[src/rtl/riscv_structures.sv]
// Shared RISC-V core definitions: register-file defaults and dump FSM encoding.
package riscv_structures;

  localparam int XLEN_DEF  = 32;
  localparam int NREGS_DEF = 32;

  typedef enum logic [1:0] {RF_IDLE, RF_DUMP, RF_DONE} rf_dump_state_t;

endpackage

[src/rtl/rf_scoreboard.sv]
// Per-register pending-writeback tracker; decode stalls on rbusy for its sources.
module rf_scoreboard #(
  parameter int NREGS = 32,
  parameter int NW    = 1,
  parameter int NR    = 2,
  parameter int AW    = $clog2(NREGS)
) (
  input  logic                   clk,
  input  logic                   rst,
  input  logic [NW-1:0]          we,
  input  logic [NW-1:0][AW-1:0]  wa,
  input  logic                   iss_valid,
  input  logic [AW-1:0]          iss_rd,
  input  logic [NR-1:0][AW-1:0]  ra,
  output logic [NR-1:0]          rbusy,
  output logic [NREGS-1:0]       busy
);

  logic [NREGS-1:0] busy_nxt;

  // Clears are applied first so a same-cycle issue (new producer) wins.
  always_comb begin
    busy_nxt = busy;
    for (int i = 0; i < NW; i++)
      if (we[i] && wa[i] != '0) busy_nxt[wa[i]] = 1'b0;
    if (iss_valid && iss_rd != '0) busy_nxt[iss_rd] = 1'b1;
  end

  always_ff @(posedge clk) begin
    if (rst) busy <= '0;
    else     busy <= busy_nxt;
  end

  for (genvar j = 0; j < NR; j++) begin : g_rbusy
    logic hit;
    always_comb begin
      hit = 1'b0;
      for (int i = 0; i < NW; i++)
        if (we[i] && wa[i] == ra[j]) hit = 1'b1;
    end
    // A value arriving through the bypass this cycle is already usable.
    assign rbusy[j] = (ra[j] != '0) && busy[ra[j]] && !hit;
  end

endmodule

[src/rtl/reg_file_mp.sv]
// Multi-port integer register file with write-to-read bypass, busy scoreboard
// and a one-register-per-cycle debug dump.
module reg_file_mp
  import riscv_structures::*;
#(
  parameter int XLEN  = XLEN_DEF,
  parameter int NREGS = NREGS_DEF,
  parameter int NR    = 2,
  parameter int NW    = 1,
  parameter int AW    = $clog2(NREGS)
) (
  input  logic                    clk,
  input  logic                    rst,
  input  logic [NR-1:0][AW-1:0]   ra,
  output logic [NR-1:0][XLEN-1:0] rd,
  output logic [NR-1:0]           rbusy,
  input  logic [NW-1:0]           we,
  input  logic [NW-1:0][AW-1:0]   wa,
  input  logic [NW-1:0][XLEN-1:0] wd,
  input  logic                    iss_valid,
  input  logic [AW-1:0]           iss_rd,
  input  logic                    dump,
  output logic                    dump_done
);

  logic [NREGS-1:0][XLEN-1:0] regs;
  logic [NREGS-1:0]           busy;

  // Ascending port order makes the highest-indexed writer win on conflicts.
  always_ff @(posedge clk) begin
    if (rst) begin
      regs <= '0;
    end else begin
      for (int i = 0; i < NW; i++)
        if (we[i] && wa[i] != '0) regs[wa[i]] <= wd[i];
    end
  end

  for (genvar j = 0; j < NR; j++) begin : g_rd
    logic [XLEN-1:0] v;
    always_comb begin
      v = regs[ra[j]];
      for (int i = 0; i < NW; i++)
        if (we[i] && wa[i] == ra[j]) v = wd[i];
      if (ra[j] == '0) v = '0;
    end
    assign rd[j] = v;
  end

  rf_scoreboard #(
    .NREGS (NREGS),
    .NW    (NW),
    .NR    (NR),
    .AW    (AW)
  ) u_sb (
    .clk       (clk),
    .rst       (rst),
    .we        (we),
    .wa        (wa),
    .iss_valid (iss_valid),
    .iss_rd    (iss_rd),
    .ra        (ra),
    .rbusy     (rbusy),
    .busy      (busy)
  );

  rf_dump_state_t state, state_nxt;
  logic [AW-1:0]  idx, idx_nxt;
  logic           dump_q;
  logic           dump_rise;

  assign dump_rise = dump && !dump_q;

  always_ff @(posedge clk) begin
    if (rst) begin
      state  <= RF_IDLE;
      idx    <= '0;
      dump_q <= 1'b0;
    end else begin
      state  <= state_nxt;
      idx    <= idx_nxt;
      dump_q <= dump;
    end
  end

  // Edges seen outside IDLE are dropped, not queued.
  always_comb begin
    state_nxt = state;
    idx_nxt   = idx;
    dump_done = 1'b0;
    case (state)
      RF_IDLE: if (dump_rise) begin
        state_nxt = RF_DUMP;
        idx_nxt   = '0;
      end
      RF_DUMP: if (idx == AW'(NREGS - 1)) state_nxt = RF_DONE;
               else                       idx_nxt   = idx + 1'b1;
      RF_DONE: begin
        dump_done = 1'b1;
        state_nxt = RF_IDLE;
      end
      default: state_nxt = RF_IDLE;
    endcase
  end

`ifndef SYNTHESIS
  always @(posedge clk)
    if (!rst && state == RF_DUMP)
      $display("reg_file_mp dump: x%0d = 0x%h busy=%0b", idx, regs[idx], busy[idx]);
`endif

endmodule

[config.mk]
export PLATFORM = sky130hd
export DESIGN_NAME = reg_file_mp
export DESIGN_NICKNAME = d
export VERILOG_FILES = /design/src/rtl/riscv_structures.sv /design/src/rtl/rf_scoreboard.sv /design/src/rtl/reg_file_mp.sv
export SDC_FILE = /design/constraint.sdc
export NUM_CORES = 2
export LEC_CHECK = 0
export CAP_MARGIN = 20
export CORE_ASPECT_RATIO = 0.75
export CORE_UTILIZATION = 39
export CTS_BUF_LIST = sky130_fd_sc_hd__clkbuf_4 sky130_fd_sc_hd__clkbuf_8 sky130_fd_sc_hd__clkbuf_16
export CTS_CLUSTER_DIAMETER = 200
export CTS_CLUSTER_SIZE = 40
export DETAILED_ROUTE_END_ITERATION = 12
export PLACE_DENSITY = 0.63
export RECOVER_POWER = 50
export SKIP_CTS_REPAIR_TIMING = 1
export SLEW_MARGIN = 30
export SYNTH_ARGS = -nofsm -noshare
export SYNTH_HDL_FRONTEND = slang
export SYNTH_SLANG_ARGS = --single-unit
[constraint.sdc]
create_clock -name clk -period 6.1 [get_ports clk]
set_input_delay 1.22 -clock clk [delete_from_list [all_inputs] [get_ports clk]]
set_output_delay 1.22 -clock clk [all_outputs]
set_load 0.01 [all_outputs]
==> flow_summary.toml <==
[run_status]
outcome = "finished with violations"
violations = "max-capacitance violations, max-slew violations"

[power_and_ir_drop]
combPwrFrac_pct = 13.1
switching_share_pct = 28.2
ir_drop_v = 0.000217
p_seq_share_pct = 60.0
switchingPower_mw = 3.32
power_frac_clock_pct = 26.9
internal_power_mw = 8.42
p_leak_nw = 18.2
power_density_nw_per_um2 = 203

[placement]
gp_congestion = 0.953
place_area_um2 = 57300
place_inst = 7771
place.port_buffers = 123
pre_cts_slack_ps = 186
place_hpwl_mm = 139

[clocking]
worstSkewPairLatency_ps = 720
root_buffer = "clkbuf_16"
cts_sinks = 1064
cts_htree_levels = 1
path_clk_slew_ps = 140
cts_tree = "done"
cts_max_path_buffers = 3
numCtsBuffers = 30

[timing]
drv_slew = 1370
finClkSkew_ps = 8.25
rsz0062_at_grt = "false"
worst_slew_pin_slew_ps = 3250
setup_violations = 0
final-hold-violation-count = 0
slew-limit-headroom_pct = -117
period_share_pct = 97.5
finalWorstSetupSlack_ps = 150
period_needed_ps = 5950
fin_setup_tns_ps = 0
fmax_mhz = 168

[yosys]
synth-xor-area-share_pct = 0.145
syn_area_um2 = 54400
synth_compound_area_share_pct = 14.3
synth_edf_count = 0
synth_top_cell_area_share_pct = 39.2
ys_types = 59
synthAdderAreaFrac_pct = 0.0460
yosys.area.top_type = "dfxtp_1"
synth_seq_cells = 1064
syn_nets = 6285
synth_top_family_by_area = "multiplexers"
synthFlopType = "dfxtp_1"
synth.area.top_cells = "dfxtp_1, mux4_2, nand2_1, a21oi_1, clkbuf_1"
synthCells = 6226
yosys_warnings = 0
synth.avg_cell_area_um2 = 8.73
synthArstFlopShare_pct = 0
synth_mux_area_share_pct = 23.1
seq_area_frac_synth_pct = 39.2
synthSimpleGateAreaFrac_pct = 17.7

[min_path]
hold_end = "regs[213]$_SDFFE_PP0P_"
worstHoldStart = "regs[213]$_SDFFE_PP0P_"
min_path_cells = 2
min_path_type = "reg2reg"

[critical_path]
cp_num_buf_inv = 3
crit_required_ps = 4880
reg2reg_from = "idx[0]$_SDFFE_PP0P_"
regToRegSetupSlack_ps = 4220
arrival_ps = 4730
reg2reg_depth = 7
cp_common_cell = "buf_4"
worst_r2r_endpoint = "idx[3]$_SDFFE_PP0P_"
path_class = "in2out"
path_cells = "buf_4, buf_4, nand2b_1, nor2_1, a221oi_2, o211ai_1, o211a_1, clkdlybuf4s50_1"
end_kind = "primary output"
critPathSlowestCell = "buf_4"
cpLargestDelayFamily = "buffers and inverters"
crit_path_max_fanout = 26
max_stage_delay_ps = 640
worstSetupStartpointType = "input port"

[routing]
first_pass_iters = 10
antenna_left = 0
totalWireLength_mm = 222
vias_per_cell = 6.36
avgRoutedWirePerCell_um = 28.5
drc = 0
drtIter0Drc = 7582
num_vias = 49647

[die]
core-area_um2 = 138000
die_h_um = 325
start_util_pct = 39.4
io_pins = 124
num_rows = 118
die_x_um = 433
die_area_um2 = 141000

[global_route]
grt_use_total_pct = 30.5
grt_pass1_vias = 45801
grt_start_max_net_pins = 167
grt_pass1_wl_mm = 319
grt_overflow = 0
antenna_found_initial = 10

[cells_and_area]
final_area_um2 = 57900
final_common_cell = "nand2_1"
drive_above_1_share_pct = 13.9
layout_common_cells = "nand2_1, a21oi_1, dfxtp_1"
fin_nets = 6003
fin_cells = 7810
fillers = 13544
multi_input_area_um2 = 30400
seqCellArea_um2 = 21300
area_growth_pct = 6.56

[job]
max_cap_violations = 21
worst register-to-register path, stage by stage (launching register included):
cell and delay, ps:
dfxtp_1 360, ha_1 230, and3_1 190, ha_1 200, nor2b_1 110, o21bai_1 190
or3_1 390, a21oi_1 150
registers in the layout (all words and copies together), names as in the netlist:
signal	flops
dump_q	1
regs	1024
u_sb.busy	32
state	2
idx	5
synth_stat cells (all sizes together), types with 3 or more instances:
master  count
a211oi     10
a21oi    1068
a221o       6
a221oi     43
a22o       11
a22oi      70
a31oi       4
a32oi      11
and2        7
and3        5
and3b       3
buf       177
clkbuf    482
dfxtp    1064
inv         6
mux2        9
mux2i     166
mux4      480
nand2    2100
nand2b     12
nand3      91
nand3b      4
nand4       9
nor2      103
nor2b      51
nor3       15
nor3b      11
nor4        3
o211a      24
o211ai     15
o21a        4
o21ai      44
o21bai      6
o22a        4
o22ai      72
or2        11
or3         3
xnor2       5
xor2        4
cell families after synthesis:
family | after synthesis
AOI/OAI and AO/OA | 1398
xor gates and xnor gates | 9
adders and majority gates | 2
buffers and inverters | 666
DFF | 1064
muxes | 655
and+or+nand+nor | 2432
per-stage QoR:
step / utilization [%] / total power, mW / hold WS (ps)
6_report: 41.9 / 11.7 / 475
3_3_place_gp: 41.4 / 8.69 / 449
4_1_cts: 42.0 / 11.7 / 475
5_1_grt: 41.9 / 12.0 / 489
3_5_place_dp: 41.5 / 8.70 / 457
2_1_floorplan: - / 8.08 / 443
power by group through the flow:
stage          sequential (mW)  combinational, mW  clock [mW]
6_report                  7.04               1.54        3.15
5_1_grt                   7.05               1.58        3.37
4_1_cts                   7.04               1.51        3.14
3_5_place_dp              7.19               1.50           0
3_3_place_gp              7.19               1.50           0
2_1_floorplan             7.18              0.904           0
layout make-up:
type	count	share of cell area (%)
sequential	1064	36.8
tap	1860	4.02
clock buffer	31	1.34
clock inverter	1	0.0281
multi-input combinational	4496	52.5
timing repair buffer	345	5.29
inverter	7	0.0453
antenna	6	0.0259
worst max-delay path by stage:
stage                      from     end  slack (ps)  cells past startpoint
after detailed placement  ra[2]  rd[18]         190                      8
after CTS                 ra[2]  rd[18]         180                      8
after global placement    ra[2]  rd[18]         200                      8
final                     ra[2]  rd[18]         150                      8
after floorplan           ra[1]   rd[5]        2000                      7
after global routing      wa[4]  rd[41]         120                      9
layer usage:
metal / vias up / track usage (%) / share of wire [%]
met1: 24267 / 41.3 / 38
met3: 684 / 7.23 / 13
li1: 21065 / - / -
met5: - / 0 / 0.021
met4: 8 / 19.1 / 7.1
met2: 3623 / 43.5 / 42
Power figures use the tool's default switching activity.
